--- src/rtl/ifmap_wadr_gen_if.sv ---
// Bus bundle for the ifmap write address generator.
// Holds the config load, the upstream valid/ready word stream, the SRAM write strobe/address/bank
// and the reader release. clk and rst_n are not part of the bundle.
// The macro IFMAP_WADR_ERR_EN adds the sticky err flag.
// Handshake: a word transfers on a cycle where in_valid and in_ready are both high. That cycle
// is also the SRAM write cycle, so wen == in_valid & in_ready. in_ready is never a function of in_valid.
interface ifmap_wadr_gen_if #(
    parameter int BANK_ADDR_WIDTH = 8
);
    logic                           config_en;
    logic [3*BANK_ADDR_WIDTH-1:0]   config_data;
    logic                           in_valid;
    logic                           in_ready;
    logic                           wen;
    logic [BANK_ADDR_WIDTH-1:0]     adr;
    logic                           wbank;
    logic                           tile_done;
    logic                           rd_release;
    logic [1:0]                     dbg_state;
`ifdef IFMAP_WADR_ERR_EN
    logic                           err;

    modport master (
        output config_en, config_data, in_valid, rd_release,
        input  in_ready, wen, adr, wbank, tile_done, dbg_state, err
    );
    modport slave (
        input  config_en, config_data, in_valid, rd_release,
        output in_ready, wen, adr, wbank, tile_done, dbg_state, err
    );
`else
    modport master (
        output config_en, config_data, in_valid, rd_release,
        input  in_ready, wen, adr, wbank, tile_done, dbg_state
    );
    modport slave (
        input  config_en, config_data, in_valid, rd_release,
        output in_ready, wen, adr, wbank, tile_done, dbg_state
    );
`endif
endinterface

--- src/rtl/ifmap_wadr_gen.sv ---
// Write-side address generator for the double-buffered ifmap SRAM.
// It writes one IX0 x IY0 x IC1 tile, channel-major, into the current bank, then toggles the bank.
// It stalls when both banks hold tiles that the reader has not yet released.
// Optional macro IFMAP_WADR_ERR_EN adds a sticky err output. err is set by a release underflow
// or by a stall that lasts longer than 2^BANK_ADDR_WIDTH cycles.
module ifmap_wadr_gen #(
    parameter int BANK_ADDR_WIDTH = 8
) (
    input  logic               clk,
    input  logic               rst_n,
    ifmap_wadr_gen_if.slave    bus
);
    localparam int W = BANK_ADDR_WIDTH;
    localparam logic [W-1:0] ONE = {{(W-1){1'b0}}, 1'b1};

    localparam logic [1:0] S_UNCFG = 2'd0;
    localparam logic [1:0] S_FILL  = 2'd1;
    localparam logic [1:0] S_FULL  = 2'd2;

    logic [1:0]   state_q, state_d;
    logic [W-1:0] ix0_q, ix0_d, iy0_q, iy0_d, ic1_q, ic1_d;
    logic [W-1:0] x_q, x_d, y_q, y_d, c_q, c_d;
    logic [W-1:0] adr_q, adr_d;
    logic         wbank_q, wbank_d;
    logic [1:0]   occ_q, occ_d;
    logic         tile_done_q, tile_done_d;

    logic [W-1:0] cfg_ix0, cfg_iy0, cfg_ic1;
    logic         in_ready_c, wen_c, last_c, tile_end_c, rel_ok_c;

    assign cfg_ix0 = bus.config_data[3*W-1:2*W];
    assign cfg_iy0 = bus.config_data[2*W-1:W];
    assign cfg_ic1 = bus.config_data[W-1:0];

    // Ready comes from registered state only; the config cycle blocks any transfer.
    assign in_ready_c = (state_q == S_FILL) && !bus.config_en;
    assign wen_c      = bus.in_valid && in_ready_c;
    assign last_c     = (x_q == ix0_q - ONE) && (y_q == iy0_q - ONE) && (c_q == ic1_q - ONE);
    assign tile_end_c = wen_c && last_c;
    // A release only counts when the reader actually holds a tile.
    assign rel_ok_c   = bus.rd_release && (occ_q != 2'd0);

    // Next-state logic: config load, tile counters, bank toggle and occupancy tracking.
    always_comb begin
        state_d     = state_q;
        ix0_d       = ix0_q;
        iy0_d       = iy0_q;
        ic1_d       = ic1_q;
        x_d         = x_q;
        y_d         = y_q;
        c_d         = c_q;
        adr_d       = adr_q;
        wbank_d     = wbank_q;
        occ_d       = occ_q;
        tile_done_d = 1'b0;

        if (bus.config_en) begin
            ix0_d   = cfg_ix0;
            iy0_d   = cfg_iy0;
            ic1_d   = cfg_ic1;
            x_d     = '0;
            y_d     = '0;
            c_d     = '0;
            adr_d   = '0;
            wbank_d = 1'b0;
            occ_d   = 2'd0;
            state_d = ((cfg_ix0 != '0) && (cfg_iy0 != '0) && (cfg_ic1 != '0)) ? S_FILL : S_UNCFG;
        end else begin
            case (state_q)
                S_FILL: begin
                    if (wen_c) begin
                        if (last_c) begin
                            x_d         = '0;
                            y_d         = '0;
                            c_d         = '0;
                            adr_d       = '0;
                            wbank_d     = ~wbank_q;
                            tile_done_d = 1'b1;
                        end else begin
                            adr_d = adr_q + ONE;
                            if (x_q == ix0_q - ONE) begin
                                x_d = '0;
                                if (y_q == iy0_q - ONE) begin
                                    y_d = '0;
                                    c_d = c_q + ONE;
                                end else begin
                                    y_d = y_q + ONE;
                                end
                            end else begin
                                x_d = x_q + ONE;
                            end
                        end
                    end
                    // A tile finishing together with a release leaves occupancy unchanged.
                    if (tile_end_c && bus.rd_release) begin
                        occ_d = occ_q;
                    end else if (tile_end_c) begin
                        occ_d = occ_q + 2'd1;
                    end else if (rel_ok_c) begin
                        occ_d = occ_q - 2'd1;
                    end
                    if (occ_d == 2'd2) begin
                        state_d = S_FULL;
                    end
                end
                S_FULL: begin
                    if (rel_ok_c) begin
                        occ_d   = occ_q - 2'd1;
                        state_d = S_FILL;
                    end
                end
                default: begin
                    state_d = S_UNCFG;
                end
            endcase
        end
    end

    // State and datapath registers, cleared asynchronously.
    always_ff @(posedge clk or negedge rst_n) begin
        if (!rst_n) begin
            state_q     <= S_UNCFG;
            ix0_q       <= '0;
            iy0_q       <= '0;
            ic1_q       <= '0;
            x_q         <= '0;
            y_q         <= '0;
            c_q         <= '0;
            adr_q       <= '0;
            wbank_q     <= 1'b0;
            occ_q       <= 2'd0;
            tile_done_q <= 1'b0;
        end else begin
            state_q     <= state_d;
            ix0_q       <= ix0_d;
            iy0_q       <= iy0_d;
            ic1_q       <= ic1_d;
            x_q         <= x_d;
            y_q         <= y_d;
            c_q         <= c_d;
            adr_q       <= adr_d;
            wbank_q     <= wbank_d;
            occ_q       <= occ_d;
            tile_done_q <= tile_done_d;
        end
    end

`ifdef IFMAP_WADR_ERR_EN
    // The stall counter saturates at 2^W. One more stalled cycle after that trips the watchdog.
    localparam logic [W:0] STALL_MAX = {1'b1, {W{1'b0}}};

    logic         err_q, err_d;
    logic [W:0]   stall_q, stall_d;

    // Sticky error: release underflow or an over-long upstream stall; config clears it.
    always_comb begin
        err_d   = err_q;
        stall_d = stall_q;
        if (bus.config_en) begin
            err_d   = 1'b0;
            stall_d = '0;
        end else begin
            if (bus.rd_release && (occ_q == 2'd0) && !tile_end_c) begin
                err_d = 1'b1;
            end
            if (bus.in_valid && !in_ready_c) begin
                if (stall_q == STALL_MAX) begin
                    err_d = 1'b1;
                end else begin
                    stall_d = stall_q + {{W{1'b0}}, 1'b1};
                end
            end else begin
                stall_d = '0;
            end
        end
    end

    // Error flag and watchdog registers.
    always_ff @(posedge clk or negedge rst_n) begin
        if (!rst_n) begin
            err_q   <= 1'b0;
            stall_q <= '0;
        end else begin
            err_q   <= err_d;
            stall_q <= stall_d;
        end
    end

    assign bus.err = err_q;
`endif

    assign bus.in_ready  = in_ready_c;
    assign bus.wen       = wen_c;
    assign bus.adr       = adr_q;
    assign bus.wbank     = wbank_q;
    assign bus.tile_done = tile_done_q;
    assign bus.dbg_state = state_q;
endmodule

--- src/flat_wrapper.sv ---
// flat-port wrapper written by rule: the top's interface ports become plain ports
module ifmap_wadr_gen_flat 
#(
    parameter int BANK_ADDR_WIDTH = 8
)
  (clk, rst_n, bus_config_en, bus_config_data, bus_in_valid, bus_rd_release, bus_in_ready, bus_wen, bus_adr, bus_wbank, bus_tile_done, bus_dbg_state);
  ifmap_wadr_gen_if #(.BANK_ADDR_WIDTH(BANK_ADDR_WIDTH)) bus_i ();
  input  logic clk;
  input  logic rst_n;
  input wire logic [$bits(bus_i.config_en)-1:0] bus_config_en;
  input wire logic [$bits(bus_i.config_data)-1:0] bus_config_data;
  input wire logic [$bits(bus_i.in_valid)-1:0] bus_in_valid;
  input wire logic [$bits(bus_i.rd_release)-1:0] bus_rd_release;
  output wire logic [$bits(bus_i.in_ready)-1:0] bus_in_ready;
  output wire logic [$bits(bus_i.wen)-1:0] bus_wen;
  output wire logic [$bits(bus_i.adr)-1:0] bus_adr;
  output wire logic [$bits(bus_i.wbank)-1:0] bus_wbank;
  output wire logic [$bits(bus_i.tile_done)-1:0] bus_tile_done;
  output wire logic [$bits(bus_i.dbg_state)-1:0] bus_dbg_state;
  assign bus_i.config_en = bus_config_en;
  assign bus_i.config_data = bus_config_data;
  assign bus_i.in_valid = bus_in_valid;
  assign bus_i.rd_release = bus_rd_release;
  assign bus_in_ready = bus_i.in_ready;
  assign bus_wen = bus_i.wen;
  assign bus_adr = bus_i.adr;
  assign bus_wbank = bus_i.wbank;
  assign bus_tile_done = bus_i.tile_done;
  assign bus_dbg_state = bus_i.dbg_state;
  ifmap_wadr_gen #(.BANK_ADDR_WIDTH(BANK_ADDR_WIDTH)) u_core (.clk(clk), .rst_n(rst_n), .bus(bus_i));
endmodule
--- config.mk ---
export PLATFORM = sky130hd
export DESIGN_NAME = ifmap_wadr_gen_flat
export DESIGN_NICKNAME = d
export VERILOG_FILES = /design/src/rtl/ifmap_wadr_gen_if.sv /design/src/rtl/ifmap_wadr_gen.sv /design/src/flat_wrapper.sv
export SDC_FILE = /design/constraint.sdc
export NUM_CORES = 1
export LEC_CHECK = 0
export ABC_CLOCK_PERIOD_IN_PS = 3100
export BUFFER_PORTS_ARGS = -buffer_cell sky130_fd_sc_hd__buf_2
export CAP_MARGIN = 25
export CORE_UTILIZATION = 33
export DETAILED_ROUTE_END_ITERATION = 10
export GPL_TIMING_DRIVEN = 1
export PLACE_DENSITY = 0.59
export SYNTH_ARGS = -nofsm -noshare
export SYNTH_HDL_FRONTEND = slang
export SYNTH_SLANG_ARGS = --single-unit
--- constraint.sdc ---
create_clock -name clk -period 3.1 [get_ports clk]
set_input_delay 0.465 -clock clk [delete_from_list [all_inputs] [get_ports clk]]
set_output_delay 0.465 -clock clk [all_outputs]
set_load 0.01 [all_outputs]
==> results of run 1 <==
-- metrics by stage --
step                      instances  power [mW]  setup TNS, ns  worst slack, ns
after global placement          577        1.29              0            0.124
final                           593        2.47              0            0.154
after CTS                       593        2.50              0           0.0977
after global routing            593        2.59       -0.00312         -0.00312
after floorplan                 398        1.18              0            0.223
after detailed placement        577        1.30              0          0.00219
-- registers in the layout, indices dropped and copies added (netlist names) --
name                  cells
u_core.bus.adr            8
u_core.bus.dbg_state      2
u_core.bus.tile_done      1
u_core.bus.wbank          1
u_core.c_q                8
u_core.ic1_q              8
u_core.ix0_q              8
u_core.iy0_q              8
u_core.occ_q              2
u_core.x_q                8
u_core.y_q                8
-- report_power, final --
part           internal (mW)  total [mW]  switching [mW]  leakage (nW)
registers              0.868       0.943          0.0750         0.802
logic                  0.161       0.348           0.187          1.03
clock network          0.809        1.18           0.373         0.166
total                   1.84        2.47           0.635          2.00
-- cell usage after synthesis, types with 6 or more instances --
| cell type | instances | area [um2] |
|---|---|---|
| a21o_1 | 6 | 45.0 |
| and3_1 | 7 | 43.8 |
| clkbuf_1 | 8 | 30.0 |
| dfrtp_1 | 62 | 1550 |
| ha_1 | 8 | 100 |
| inv_1 | 20 | 75.1 |
| mux2_2 | 17 | 191 |
| nand2_1 | 45 | 169 |
| nand2b_1 | 9 | 56.3 |
| nand3_1 | 13 | 65.1 |
| nand4_1 | 15 | 93.8 |
| nor2_1 | 26 | 97.6 |
| nor3_1 | 10 | 50.1 |
| nor4_1 | 11 | 68.8 |
| o21ai_0 | 21 | 105 |
| xnor2_1 | 18 | 158 |
| xor2_1 | 20 | 175 |
-- critical path, delay by kind of cell, from the launching register on --
kind | cells | cell delay [ns]
AND/OR/NAND/NOR | 4 | 1.27
adder cells (fa/ha/maj) | 1 | 0.19
flip-flops | 1 | 0.41
AO/OA/AOI/OAI | 4 | 0.86
buffers and inverters | 1 | 0.08
-- kinds of logic after synthesis --
kind of cell | count (synthesis) | share of synthesized area
xor+xnor | 38 | 0.0889
buf+inv | 33 | 0.0374
compound gates | 78 | 0.146
mux | 20 | 0.0595
fa+ha+maj | 8 | 0.0267
simple gates | 159 | 0.227
flops | 62 | 0.415
-- what timing repair did --
action	4_1_cts	5_1_grt
setup endpoints to repair	1	13
resized for setup	1	4
pin swaps	0	1
-- layer usage --
layer | vias up | wire length (um)
met1 | 1564 | 4040
li1 | 1552 | -
met5 | - | 0
met3 | 18 | 271
met2 | 59 | 4150
met4 | 0 | 209
-- cell type report --
| class | instances | share of cell area |
|---|---|---|
| clock inverters | 5 | 0.0235 |
| well taps | 140 | 0.0387 |
| inverters | 20 | 0.0166 |
| clock buffers | 11 | 0.0536 |
| repair buffers | 52 | 0.0666 |
| flip-flops and latches | 62 | 0.343 |
| multi-input cells | 303 | 0.458 |
-- worst max-delay path by stage --
stage                          startpoint                       to  slack (ns)  cells past startpoint
after floorplan           u_core.ix0_q[0]            u_core.c_q[0]        0.22                     11
after global placement    u_core.ix0_q[1]  u_core.bus.dbg_state[1]        0.12                     10
after detailed placement  u_core.ix0_q[1]  u_core.bus.dbg_state[1]       0.002                     10
after CTS                 u_core.ix0_q[1]  u_core.bus.dbg_state[0]         0.1                     10
after global routing      u_core.ix0_q[1]  u_core.bus.dbg_state[0]      -0.003                     10
final                     u_core.ix0_q[1]  u_core.bus.dbg_state[0]        0.15                     10
-- cell usage in the layout, fill, tap and decap left out, types with 2 or more instances in the layout --
cell type / count
dfrtp_1: 62
nand2_1: 45
buf_2: 42
nor2_1: 26
o21ai_0: 21
inv_1: 20
xor2_1: 20
xnor2_1: 18
mux2_2: 17
nand4_1: 15
nand3_1: 13
nor3_1: 10
nor4_1: 9
nand2b_1: 9
clkbuf_16: 9
ha_1: 8
buf_4: 8
and3_1: 7
a21o_1: 6
o211ai_1: 5
o31ai_1: 5
a21oi_1: 5
a31oi_1: 4
o22ai_1: 4
nor2b_1: 3
and4_1: 3
a32o_1: 3
nor4_4: 3
o21ai_1: 3
a22o_1: 3
bufinv_16: 3
nor3b_1: 2
a311o_1: 2
nand4bb_1: 2
or2_2: 2
a31o_2: 2
mux2i_1: 2
and2_1: 2
==> impl_metrics.py, run 1 <==
metrics = {
    "setup_path": {
        "cp.required_ns": 3.29,
        "crit_fanout": 6,
        "cp-start-kind": "register",
        "reg2reg_from": "u_core.ix0_q[1]",
        "critPathKind": "register to register",
        "cp_slowest_cell": "or4_4",
        "r2r-end": "u_core.bus.dbg_state[0]",
        "max_stage_delay_ns": 0.56,
        "critical_path_arrival_ns": 3.14,
        "rrSetupSlack_ns": 0.15,
        "endpoint_kind": "register",
        "timing.critical_path.cells": "inv_1, ha_1, or3b_1, nor4_2, o2111ai_1, a311o_2, or4_4, nand2b_1, a311o_1, o221ai_1",
        "r2r_cells": 10,
    },
    "global_routing": {
        "overflow": 0,
        "grt_pass1_vias": 3132,
        "met2_usage": 0.263,
        "grt_use_met3": 0.0344,
        "grt_use_met1": 0.201,
        "busiest_layer": "met2",
        "grt_pass1_wl_um": 14700,
        "antenna_found_initial": 0,
        "grt_start_max_net_pins": 63,
        "track_usage": 0.160,
    },
    "logic_synthesis": {
        "synth_edf_count": 0,
        "syn_inst": 398,
        "synthArstFlopShare": 1.00,
        "synth-main-ff-cell": "dfrtp_1",
        "synth_warnings": 0,
        "synth_nets": 435,
        "syn_area_mm2": 0.00374,
        "yosysSeqAreaShare": 0.415,
        "synth_seq_cells": 62,
        "avgSynthCellArea_um2": 9.40,
        "synth.distinct_cells": 60,
    },
    "placed_design": {
        "portBuffers": 42,
        "place_area_mm2": 0.00415,
        "globalplace.congestion": 0.837,
        "hpwlAfterDp_um": 6190,
    },
    "final_layout": {
        "antenna_cells": 0,
        "regArea_mm2": 0.00155,
        "fill_cells": 1075,
        "area_growth_pct": 20.9,
        "fin_nets": 485,
        "multiInputGateArea_mm2": 0.00207,
        "fin_util": 0.414,
        "drive_gt1_frac": 0.212,
        "design_area_mm2": 0.00453,
    },
    "clock_network": {
        "cts_tree": "done",
        "htreeDepth": 3,
        "clk-insertion-delay-late_ns": 0.33,
        "cts_inserted_buffers": 9,
        "clock_sinks": 62,
        "clkTransAtPathRegs_ns": 0.06,
        "ctsHoldBuffers": 0,
        "cts_buffer_depth": 2,
        "cts_setup_buffers": 0,
        "cts_root_buffer": "clkbuf_16",
    },
    "die": {
        "die_x_um": 108,
        "coreArea_mm2": 0.0109,
        "ios": 43,
        "start_util": 0.342,
        "rows": 38,
        "dieArea_mm2": 0.0118,
        "chipHeight_um": 108,
    },
    "power_and_ir_drop": {
        "p_per_area_mw_per_mm2": 546,
        "irDropWorstVdd_mv": 0.337,
        "p_leak_nw": 2.00,
    },
    "sta": {
        "whs_ns": 0.125,
        "fmaxAchievable_ghz": 0.339,
        "maxSlewViolCount": 0,
        "slew_headroom": 0.666,
        "min_period_ns": 2.95,
        "setup-violations-final": 0,
        "tightestPinTransition_ns": 0.499,
        "period_share": 0.950,
        "finalHoldViolations": 0,
        "skew_ns": 0.0105,
    },
    "routing": {
        "drt_first_pass_iters": 4,
        "drc": 0,
        "drt_iter0_markers": 91,
        "routedWlPerCell_um": 14.6,
        "antenna_left": 0,
        "vias_per_cell": 5.38,
        "routed-via-count": 3193,
        "drt_wl_total_um": 8660,
    },
    "run": {
        "maxCapViolCount": 0,
    },
    "min_path": {
        "hp-class": "input pin to async pin",
    },
    "status": {
        "run_status": "complete, no violations",
    },
}
(Power assumes the default switching activity.)
==> run 2: changes to the inputs <==
--- a/config.mk
+++ b/config.mk
@@ -8,10 +8,11 @@
 export ABC_CLOCK_PERIOD_IN_PS = 3100
 export BUFFER_PORTS_ARGS = -buffer_cell sky130_fd_sc_hd__buf_2
 export CAP_MARGIN = 25
-export CORE_UTILIZATION = 33
+export CORE_UTILIZATION = 25
 export DETAILED_ROUTE_END_ITERATION = 10
 export GPL_TIMING_DRIVEN = 1
-export PLACE_DENSITY = 0.59
+export PLACE_DENSITY = 0.49
 export SYNTH_ARGS = -nofsm -noshare
 export SYNTH_HDL_FRONTEND = slang
 export SYNTH_SLANG_ARGS = --single-unit
+export TNS_END_PERCENT = 20
==> run 2 against run 1 <==
  * Register-to-register slack worse by 0.07 ns
  * Fmax decreased by 2.2%
  * Largest power group unchanged
  * Sequential power hardly changed
  * Critical path type unchanged
==> impl_metrics.py, run 2 (synthesis gave the netlist of run 1 again) <==
metrics = {
    "clock_network": {
        "cts_inserted_buffers": 9,
        "clkTransAtPathRegs_ns": 0.06,
        "clk-insertion-delay-late_ns": 0.33,
        "cts_tree": "done",
        "htreeDepth": 3,
        "cts_root_buffer": "clkbuf_16",
        "cts_buffer_depth": 2,
        "clock_sinks": 62,
        "ctsHoldBuffers": 0,
    },
    "die": {
        "coreArea_mm2": 0.0146,
        "chipHeight_um": 124,
        "die_x_um": 124,
        "rows": 44,
        "ios": 43,
        "start_util": 0.257,
        "dieArea_mm2": 0.0155,
    },
    "routing": {
        "routedWlPerCell_um": 14.4,
        "drt_wl_total_um": 9250,
        "drt_first_pass_iters": 4,
        "routed-via-count": 3192,
        "vias_per_cell": 4.97,
        "drc": 0,
        "antenna_left": 0,
        "drt_iter0_markers": 224,
    },
    "placed_design": {
        "portBuffers": 42,
        "globalplace.congestion": 0.878,
        "hpwlAfterDp_um": 6690,
        "dpl_worst_slack_ns": -0.00949,
    },
    "power_and_ir_drop": {
        "p_per_area_mw_per_mm2": 524,
        "p_seq_frac": 0.391,
        "power_switching_uw": 650,
        "irDropWorstVdd_mv": 0.248,
        "clockPowerShare": 0.458,
        "switching_share": 0.269,
        "p_leak_nw": 2.00,
        "intPower_mw": 1.76,
        "combPwrFrac": 0.151,
        "power_mw": 2.42,
    },
    "setup_path": {
        "worstSetupEndpoint": "u_core.bus.wbank",
        "cp-start-kind": "register",
        "endpoint_kind": "register",
        "timing.critical_path.cells": "inv_2, ha_4, or3b_4, nor4_4, o2111ai_1, a311o_2, o41a_1, nor2_2, mux2_4",
        "worstSetupStartpoint": "u_core.ix0_q[0]",
        "reg2reg_from": "u_core.ix0_q[0]",
        "critical_path_arrival_ns": 3.22,
        "cp_slowest_cell": "o41a_1",
        "cp.required_ns": 3.31,
        "max_stage_delay_ns": 0.52,
        "r2r_cells": 9,
        "critPathKind": "register to register",
        "rrSetupSlack_ns": 0.09,
        "r2r-end": "u_core.bus.wbank",
        "crit_fanout": 7,
    },
    "global_routing": {
        "grt_start_max_net_pins": 43,
        "antenna_found_initial": 0,
        "grt_pass1_vias": 3248,
        "track_usage": 0.126,
        "grt_pass1_wl_um": 15900,
        "overflow": 0,
    },
    "final_layout": {
        "drive_gt1_frac": 0.231,
        "fin_nets": 490,
        "area_growth_pct": 23.3,
        "antenna_cells": 0,
        "final_common_cell": "dfrtp_1",
        "fill_cells": 1492,
        "final_cell_mix": "dfrtp_1, nand2_1, buf_2",
    },
    "run": {
        "maxCapViolCount": 0,
    },
    "sta": {
        "fin_ws_ns": 0.0870,
        "finalHoldViolations": 0,
        "fmaxAchievable_ghz": 0.332,
        "tightestPinTransition_ns": 0.470,
        "min_period_ns": 3.01,
        "slew_headroom": 0.679,
        "setup-violations-final": 0,
        "skew_ns": 0.00927,
        "period_share": 0.972,
        "maxSlewViolCount": 0,
        "grt_setup_unrepaired": "true",
    },
    "min_path": {
        "hp-class": "input pin to async pin",
    },
    "status": {
        "run_status": "complete, no violations",
    },
}
run 2: repair_timing:
item / in CTS / in global routing
endpoints found under the setup margin: 2 / 28
gates cloned: 0 / 0
setup buffers: 0 / 3
pin swaps: 0 / 8
resized for setup: 1 / 10
run 2: worst max-delay path, delay by kind of cell, from the launching register on:
| family | cells | cell delay (ns) |
|---|---|---|
| adders and majority gates | 1 | 0.13 |
| AOI/OAI and AO/OA | 3 | 1.07 |
| buffers and inverters | 1 | 0.08 |
| DFF | 1 | 0.39 |
| and+or+nand+nor | 3 | 0.89 |
| muxes | 1 | 0.31 |
run 2: cell type report:
cell class	count	area (um2)	share of cell area
multi-input combinational	303	2090	0.453
sequential	62	1550	0.336
timing repair buffer	57	339	0.0735
clock buffer	11	243	0.0526
tap	184	230	0.0499
clock inverter	5	82.6	0.0179
inverter	20	75.1	0.0163
run 2: worst min-delay path by stage:
stage	to	slack, ns
after detailed placement	u_core.x_q[7]	0.50
final	u_core.x_q[6]	0.01
after global routing	u_core.x_q[6]	0.02
after CTS	u_core.ix0_q[1]	0.34
after floorplan	u_core.bus.adr[0]	0.17
after global placement	u_core.x_q[7]	0.50
run 2: routing by layer:
metal  global-route usage  part of all wire
met3               0.0374             0.045
met4               0.0397             0.022
met2                0.203              0.46
met5                    0                 0
met1                0.161              0.47
run 2: metrics by stage:
stage	hold slack (ns)	util	TNS, ns	instances	area, um2
2_1_floorplan	0.169	-	0	398	3740
3_3_place_gp	0.503	0.288	0	622	4200
3_5_place_dp	0.501	0.288	-0.00949	622	4200
4_1_cts	0.339	0.311	0	638	4530
5_1_grt	0.0166	0.316	-0.00749	642	4610
6_report	0.0137	0.316	0	642	4610
run 2: power by group through the flow:
stage / logic [mW] / registers [mW] / clock network (mW)
3_3_place_gp: 0.344 / 0.955 / 0
6_report: 0.365 / 0.943 / 1.11
5_1_grt: 0.410 / 0.954 / 1.18
4_1_cts: 0.355 / 0.942 / 1.14
3_5_place_dp: 0.352 / 0.955 / 0
2_1_floorplan: 0.235 / 0.942 / 0
